### config.mk
export PLATFORM = sky130hd
export DESIGN_NAME = pipe_stage_reg
export DESIGN_NICKNAME = d
export VERILOG_FILES = /design/src/rtl/cpu_pipe_pkg.sv /design/src/rtl/pipe_skid_entry.sv /design/src/rtl/pipe_stage_reg.sv
export SDC_FILE = /design/constraint.sdc
export NUM_CORES = 1
export LEC_CHECK = 0
export BUFFER_PORTS_ARGS = -buffer_cell sky130_fd_sc_hd__buf_4
export CAP_MARGIN = 20
export CELL_PAD_IN_SITES_DETAIL_PLACEMENT = 0
export CELL_PAD_IN_SITES_GLOBAL_PLACEMENT = 1
export CORE_ASPECT_RATIO = 0.8
export CORE_MARGIN = 10
export CORE_UTILIZATION = 44
export CTS_CLUSTER_SIZE = 30
export DETAILED_ROUTE_END_ITERATION = 6
export PLACE_DENSITY_LB_ADDON = 0.1
export REMOVE_ABC_BUFFERS = 1
export SLEW_MARGIN = 10
export SYNTH_ARGS = -nofsm -noshare
export SYNTH_HDL_FRONTEND = slang
export SYNTH_SLANG_ARGS = --single-unit
### constraint.sdc
create_clock -name clk -period 2.7 [get_ports clk]
set_clock_uncertainty 0.2 [all_clocks]
set_input_delay 0.135 -clock clk [delete_from_list [all_inputs] [get_ports clk]]
set_output_delay 0.135 -clock clk [all_outputs]
set_load 0.05 [all_outputs]
### src/rtl/cpu_pipe_pkg.sv
// cpu_pipe_pkg: stage state encoding, per-stage bus widths and control-field
// offsets shared by the CPU pipeline stage registers.
package cpu_pipe_pkg;
    typedef enum logic [1:0] {EMPTY = 2'd0, ONE = 2'd1, TWO = 2'd2} stage_state_e;

    localparam int IF_ID_CTRL_W  = 1;
    localparam int IF_ID_DATA_W  = 64;
    localparam int ID_EX_CTRL_W  = 9;
    localparam int ID_EX_DATA_W  = 128;
    localparam int EX_MEM_CTRL_W = 9;
    localparam int EX_MEM_DATA_W = 96;
    localparam int MEM_WB_CTRL_W = 4;
    localparam int MEM_WB_DATA_W = 64;

    // control bus layout: {src[3:0], width[2:0], mem_write, reg_write}
    localparam int CTRL_REG_WRITE = 0;
    localparam int CTRL_MEM_WRITE = 1;
    localparam int CTRL_WIDTH_LSB = 2;
    localparam int CTRL_WIDTH_W   = 3;
    localparam int CTRL_SRC_LSB   = 5;
    localparam int CTRL_SRC_W     = 4;
endpackage

### src/rtl/pipe_skid_entry.sv
// pipe_skid_entry: one {valid, data, ctrl} holding register; clear beats load.
module pipe_skid_entry #(
    parameter int DATA_W = 96,
    parameter int CTRL_W = 9
) (
    input  logic              clk,
    input  logic              rst_n,
    input  logic              load,
    input  logic              clear,
    input  logic [DATA_W-1:0] load_data,
    input  logic [CTRL_W-1:0] load_ctrl,
    output logic              valid,
    output logic [DATA_W-1:0] data,
    output logic [CTRL_W-1:0] ctrl
);
    always_ff @(posedge clk or negedge rst_n) begin
        if (!rst_n) begin
            valid <= 1'b0;
            data  <= '0;
            ctrl  <= '0;
        end else if (clear) begin
            valid <= 1'b0;
        end else if (load) begin
            valid <= 1'b1;
            data  <= load_data;
            ctrl  <= load_ctrl;
        end
    end
endmodule

### src/rtl/pipe_stage_reg.sv
// pipe_stage_reg: valid/ready pipeline stage register with flush, bubble
// control zeroing and an optional two-entry skid buffer.
module pipe_stage_reg
    import cpu_pipe_pkg::*;
#(
    parameter int DATA_W = EX_MEM_DATA_W,
    parameter int CTRL_W = EX_MEM_CTRL_W,
    parameter bit SKID   = 1'b1
) (
    input  logic              clk,
    input  logic              rst_n,
    input  logic              in_valid_i,
    output logic              in_ready_o,
    input  logic [DATA_W-1:0] data_i,
    input  logic [CTRL_W-1:0] ctrl_i,
    input  logic              flush_i,
    output logic              out_valid_o,
    input  logic              out_ready_i,
    output logic [DATA_W-1:0] data_o,
    output logic [CTRL_W-1:0] ctrl_o,
    output logic [1:0]        count_o
);
    logic              main_v, skid_v, accept, emit, main_load, main_clear;
    logic [DATA_W-1:0] main_data, skid_data;
    logic [CTRL_W-1:0] main_ctrl, skid_ctrl;
    stage_state_e      state;

    assign accept = in_valid_i & in_ready_o;
    assign emit   = main_v & out_ready_i;

    generate
        if (SKID) begin : g_skid
            // skid only fills when main is full and not draining; it refills main on emit
            assign in_ready_o = !skid_v;
            assign main_load  = skid_v ? emit : accept & (!main_v | emit);
            assign main_clear = flush_i | (emit & !accept & !skid_v);
            pipe_skid_entry #(.DATA_W(DATA_W), .CTRL_W(CTRL_W)) u_skid (
                .clk      (clk),
                .rst_n    (rst_n),
                .load     (main_v & !skid_v & accept & !emit),
                .clear    (flush_i | (skid_v & emit)),
                .load_data(data_i),
                .load_ctrl(ctrl_i),
                .valid    (skid_v),
                .data     (skid_data),
                .ctrl     (skid_ctrl)
            );
        end else begin : g_single
            assign in_ready_o = !main_v | out_ready_i;
            assign main_load  = accept;
            assign main_clear = flush_i | (emit & !accept);
            assign skid_v     = 1'b0;
            assign skid_data  = '0;
            assign skid_ctrl  = '0;
        end
    endgenerate

    pipe_skid_entry #(.DATA_W(DATA_W), .CTRL_W(CTRL_W)) u_main (
        .clk      (clk),
        .rst_n    (rst_n),
        .load     (main_load),
        .clear    (main_clear),
        .load_data(skid_v ? skid_data : data_i),
        .load_ctrl(skid_v ? skid_ctrl : ctrl_i),
        .valid    (main_v),
        .data     (main_data),
        .ctrl     (main_ctrl)
    );

    assign state       = skid_v ? TWO : (main_v ? ONE : EMPTY);
    assign count_o     = state;
    assign out_valid_o = main_v;
    assign data_o      = main_data;
    assign ctrl_o      = main_v ? main_ctrl : '0;
endmodule

==> out/qor.yml, run 1 <==
yosys_warnings: 0
clkLatencyLatePin_ps: 500
cts_max_path_buffers: 3
antenna_found_initial: 1
slew_violations: 0
finalNetCount: 1021
drv_cap: 0
regToRegStartpoint: "g_skid.u_skid.valid$_DFFE_PN0P_"
post-route-drc-count: 0
setup-tns-final_ps: 0
track_usage: 0.165
cp_max_fo: 53
power_density_nw_per_um2: 855
post-cts-setup-buffer-count: 0
worst_ir_drop_vdd_mv: 0.531
synth-seq-cells: 212
max_slew_margin: 0.440
first_pass_iters: 4
finalCritPeriodShare: 0.849
rows: 47
seq_area_um2: 5310
layout_common_cells: "265 x mux2_2, 222 x buf_4, 211 x dfrtp_1, 110 x dlygate4sd3_1, 50 x mux2_4"
netlist_instances: 586
worstSetupStartpoint: "g_skid.u_skid.valid$_DFFE_PN0P_"
fin_ws_ps: 408
initialDrtViolationCount: 206
p_leak_nw: 6.08
status: "complete, no violations"
die_area_um2: 27600
viasPerCell: 5.00
synthTopCellsByArea: "dfrtp_1 56%, mux2_2 32%, mux2_4 8.0%"
syn-cell-area_um2: 9400
gp_congestion: 0.750
start_util: 0.451
wirelength_um: 23100
final_hold_viol_count: 0
multi_input_area_um2: 3870
cts.clk_slew.worst_paths_ps: 60
cp-start-kind: "flop"
hold_path_class: "in2async"
fillers: 1592
fmax_mhz: 436
coreArea_um2: 20800
critPathKind: "reg2reg"
clockRootBuffer: "clkbuf_16"
die_w_um: 183
num_vias: 5967
cts_buffers: 22
rsz0062_at_grt: "false"
yosysUniqueCellTypes: 20
route.antenna.remaining_nets: 0
cts_sinks: 212
worstSetupEndpointType: "flop"
grt_pass1_wl_um: 36900
ctsHoldBuffers: 110
htreeDepth: 1
critPathRequiredTime_ps: 2880
r2r_slack_ps: 410
grt_pass1_vias: 6633
port_buffers: 218
fin_cells: 1193
synth.top_cell.area_share: 0.564
grt_max_degree: 86
avgSynthCellArea_um2: 16.0
dpl.hpwl_um: 15000
yosys.area.top_type: "dfrtp_1"
cts_tree: "yes"
ios: 219
place_inst: 1046
setup_violations: 0
layout_commonest_cell: "mux2_2"
gr-total-overflow: 0
wire_per_inst_um: 19.3
area_delta_synth_final_pct: 39.3
cts-resized-gates: 0
crit_arrival_ps: 2480
final_layout_size_suffix_gt1_frac: 0.627
die_h_um: 151
tightest_slew_ps: 840
pre_cts_ws_ps: 396
post-route-min-period_ps: 2290
ys_seq_area_frac: 0.564
-- path summary, 6_finish.rpt --
kind,to,depth (start not counted)
worst max-delay path,g_skid.u_skid.data[43]$_DFFE_PN0P_,4
worst min-delay path,u_main.data[71]$_DFFE_PN0P_,2
max in group asynchronous,g_skid.u_skid.data[2]$_DFFE_PN0P_,3
worst max register to register,g_skid.u_skid.data[43]$_DFFE_PN0P_,4
worst min register to register,u_main.ctrl[6]$_DFFE_PN0P_,1
min in group clk,g_skid.u_skid.data[25]$_DFFE_PN0P_,3
-- synth_stat cells --
library cell / instances
mux2_4: 50
a211oi_2: 1
nand2b_1: 1
nor2_1: 1
buf_1: 1
and2_1: 9
a211oi_1: 1
inv_1: 2
o21ai_0: 1
buf_4: 7
buf_6: 6
nand2_1: 1
or4b_1: 1
buf_2: 11
a21oi_1: 2
or2_2: 1
mux2_2: 265
clkbuf_1: 12
nor2b_1: 1
dfrtp_1: 212
-- power breakdown --
group          total [mW]  switching [mW]  internal (mW)
registers            4.50           0.471           4.03
clock network        2.88            1.21           1.68
logic                3.80            2.15           1.65
-- metal layers --
layer  global-route usage  part of all wire  vias to the layer above
met5                    0                 0                        -
met4               0.0356             0.018                        0
met3               0.0472             0.066                       28
met2                0.268              0.47                      160
met1                0.215              0.44                     3035
li1                     -                 -                     2744
-- metrics by stage --
step | total power [mW] | util | hold slack (ps) | instance area [um^2]
CTS | 11.3 | 0.629 | 24.3 | 13100
finish | 11.2 | 0.629 | 2.57 | 13100
floorplan | 7.02 | - | -361 | 9180
global route | 11.7 | 0.629 | 43.0 | 13100
global placement | 8.14 | 0.543 | -32.1 | 11300
detailed placement | 8.26 | 0.543 | -18.9 | 11300
-- critical path, cell delays in order (launching register included) --
cell and delay [ps]:
dfrtp_4 490, nand2b_1 180, or4b_4 520, buf_4 390, mux2_4 390
-- cells by family (layout without fill, tap and decap cells) --
| family | count (synthesis) | in the layout | share of synthesized area |
|---|---|---|---|
| buffers and inverters | 39 | 376 | 0.0246 |
| DFF | 212 | 212 | 0.564 |
| and+or+nand+nor | 15 | 15 | 0.00985 |
| AOI/OAI and AO/OA | 5 | 5 | 0.00373 |
| muxes | 315 | 315 | 0.397 |
| other | 0 | 1 | 0 |
-- state kept, by name, summed over array words and instances, names as in the netlist --
register             cells
u_main.data             96
g_skid.u_skid.ctrl       9
u_main.ctrl              9
u_main.valid             1
g_skid.u_skid.data      96
g_skid.u_skid.valid      1
-- layout make-up --
cell class,count,area share
multi-input combinational,335,0.296
tap,269,0.0257
inverter,2,0.000574
clock buffer,32,0.0504
clock inverter,4,0.00153
sequential,212,0.406
timing repair buffer,338,0.220
antenna,1,0.000191
(Power assumes the default switching activity.)
==> run 2: changes to the inputs <==
ABC_AREA = 1   (was default)
CORE_UTILIZATION = 35   (was 44)
clock period = 2.1 ns   (was 2.7 ns; I/O delays follow)
==> out/qor.yml, run 2 <==
start_util: 0.357  # -0.0948
reg2regPathDepth: 7  # +3
wire_per_inst_um: 15.5  # -20%
cp_cell_sequence: "inv_2 -> nand2_1 -> nor2_1 -> nor2_4 -> buf_4 -> nand3_1 -> nand2_1"
final_util: 0.504  # -0.125
power.share.switching: 0.358  # +0.0160
finalCritPeriodShare: 0.924  # +0.0747
cpMaxStageDelayCell: "buf_4"
post-route-min-period_ps: 1940  # -353 ps
power.internal_mw: 8.61  # +17%
fmax_mhz: 516  # +18%
antenna_found_initial: 2  # +1
regToRegStartpoint: "g_skid.u_skid.valid$_DFFE_PN0P_"
htreeDepth: 1  # unchanged
grt_pass1_vias: 8462  # +28%
synth-seq-cells: 212  # unchanged
synth-edff-count: 0  # unchanged
power_density_nw_per_um2: 1010  # +18%
yosysUniqueCellTypes: 15  # -25%
dpl.hpwl_um: 17900  # +19%
cts_tree: "yes"
viasPerCell: 4.53  # -9.5%
num_vias: 8355  # +40%
clockRootBuffer: "clkbuf_16"
slowest_delay_ps: 530  # about the same
rsz0062_at_grt: "false"
hold_path_class: "in2reg"
drv_cap: 0  # unchanged
r2r_end: "u_main.data[16]$_DFFE_PN0P_"
finalNetCount: 1578  # +55%
route.antenna.remaining_nets: 0  # unchanged
synthTopCellsByArea: "dfrtp_1 56%, nand2_1 17%, o21ai_0 11%"
critPathKind: "reg2reg"
hp-start: "in_valid_i"
die_w_um: 203  # +11%
largestRegisters: "g_skid.u_skid.data x96, u_main.data x96"
ys_seq_area_frac: 0.565  # about the same
synthTopCellsByCount: "435 x nand2_1, 212 x dfrtp_1, 210 x o21ai_0"
yosys_warnings: 0  # unchanged
status: "complete, no violations"
layout_commonest_cell: "nand2_1"
final_layout_size_suffix_gt1_frac: 0.186  # -0.441
yosys.area.top_type: "dfrtp_1"
p_sw_mw: 4.80  # +25%
syn-cell-area_um2: 9390  # about the same
hold_depth: 6
final_hold_viol_count: 0  # unchanged
grt_pass1_wl_um: 46900  # +27%
clockPowerShare: 0.292  # +0.034
rows: 53  # +13%
async_flop_share: 1.00  # unchanged
coreArea_um2: 26300  # +26%
layout_common_cells: "435 x nand2_1, 228 x buf_4, 211 x dfrtp_1, 210 x o21ai_0, 119 x inv_1"
synth.top_cell.area_share: 0.565  # about the same
cts_max_path_buffers: 3  # unchanged
gr-total-overflow: 0  # unchanged
post-route-drc-count: 0  # unchanged
power_frac_seq: 0.416  # +0.013
track_usage: 0.167  # +0.00204
yosys.cell_count.top_type: "nand2_1"
initialDrtViolationCount: 524  # +150%
netlist_instances: 1173  # +100%
crit_arrival_ps: 2190  # -290 ps
r2r_slack_ps: 160  # -250 ps
tightest_slew_ps: 596  # -244 ps
clkLatencyLatePin_ps: 510  # about the same
cpMostUsedCell: "nand2_1"
worst_ir_drop_vdd_mv: 0.573  # +8.0%
grt_max_degree: 114  # +33%
critPathRequiredTime_ps: 2350  # -530 ps
cts.clk_slew.worst_paths_ps: 60  # about the same
slew_violations: 0  # unchanged
worstSetupEndpointType: "flop"
synth-main-ff-cell: "dfrtp_1"
port_buffers: 218  # unchanged
gp_congestion: 0.755  # +0.60%
placed_area_um2: 11400  # +1.0%
die_h_um: 167  # +10%
first_pass_iters: 5  # +1
die_area_um2: 33800  # +22%
fillers: 2634  # +65%
setup_violations: 0  # unchanged
cp_max_fo: 45  # -15%
p_leak_nw: 6.91  # +14%
avgSynthCellArea_um2: 8.01  # -50%
cts_sinks: 212  # unchanged
area_delta_synth_final_pct: 41.3
post-cts-setup-buffer-count: 0  # unchanged
ios: 219  # unchanged
cp-start-kind: "flop"
max_slew_margin: 0.603  # +0.162
cts_buffers: 24  # +9.1%
stdcell_area_um2: 13300  # +1.4%
wirelength_um: 28600  # +24%
min_to: "u_main.data[24]$_DFFE_PN0P_"
p_total_mw: 13.4  # +20%
p_comb_frac: 0.293  # -0.047
==> run 2: cell type report <==
type	count	area (um^2)	share of cell area
diodes	2	5.00	0.000377
clock buffers	40	702	0.0529
clock inverters	4	22.5	0.00170
inverters	120	450	0.0339
multi-input cells	760	3290	0.248
flip-flops and latches	212	5310	0.400
well taps	357	447	0.0337
repair buffers	350	3040	0.229
==> run 2: repair_timing <==
item | CTS | global route
gates resized for setup | 2 | 2
setup endpoints to repair | 1 | 1
hold endpoints to repair | 424 | 0
cloned | 0 | 0
hold buffers | 110 | 0
==> run 2: metal layers <==
layer | GRT usage | vias up | part of all wire
li1 | - | 4277 | -
met1 | 0.229 | 3862 | 0.48
met2 | 0.264 | 190 | 0.45
met3 | 0.0413 | 26 | 0.061
met4 | 0.0269 | 0 | 0.012
met5 | 0 | - | 0
==> run 2: kinds of logic after synthesis <==
kind of cell | Yosys count | synth area share
and+or+nand+nor | 548 | 0.234
DFF | 212 | 0.565
AOI/OAI and AO/OA | 212 | 0.114
buffers and inverters | 201 | 0.0875
==> run 2: worst max path at each step <==
stage | startpoint | end | slack [ps] | depth (start not counted)
after global placement | g_skid.u_skid.valid$_DFFE_PN0P_ | u_main.ctrl[7]$_DFFE_PN0P_ | 190 | 4
after CTS | g_skid.u_skid.valid$_DFFE_PN0P_ | count_o[1] | 70 | 2
after floorplan | g_skid.u_skid.valid$_DFFE_PN0P_ | u_main.ctrl[0]$_DFFE_PN0P_ | -6320 | 7
after detailed placement | g_skid.u_skid.valid$_DFFE_PN0P_ | u_main.ctrl[7]$_DFFE_PN0P_ | 180 | 4
after global routing | g_skid.u_skid.valid$_DFFE_PN0P_ | u_main.data[86]$_DFFE_PN0P_ | 9 | 7
final | g_skid.u_skid.valid$_DFFE_PN0P_ | u_main.data[16]$_DFFE_PN0P_ | 160 | 7
==> run 2: worst max-delay path, delay by kind of cell (launching register included) <==
kind                   cells  cell delay (ps)
buffers and inverters      2              590
DFF                        1              470
and+or+nand+nor            5              600
==> run 2: power groups by stage <==
stage          logic, mW  clock network (mW)  registers, mW
2_1_floorplan       1.06                   0           6.93
3_3_place_gp        3.77                   0           5.62
3_5_place_dp        3.82                   0           5.63
4_1_cts             3.99                4.06           5.57
5_1_grt             4.31                4.21           5.69
6_report            3.92                3.91           5.57
==> run 2: through the flow <==
step / hold WS [ps] / setup WS (ps) / cells / TNS, ps
global placement: -125 / 189 / 1689 / 0
global route: 175 / 8.56 / 1845 / 0
floorplan: -391 / -6320 / 1092 / -1305490
detailed placement: -124 / 177 / 1689 / 0
finish: 110 / 161 / 1845 / 0
CTS: 87.7 / 71.1 / 1843 / 0
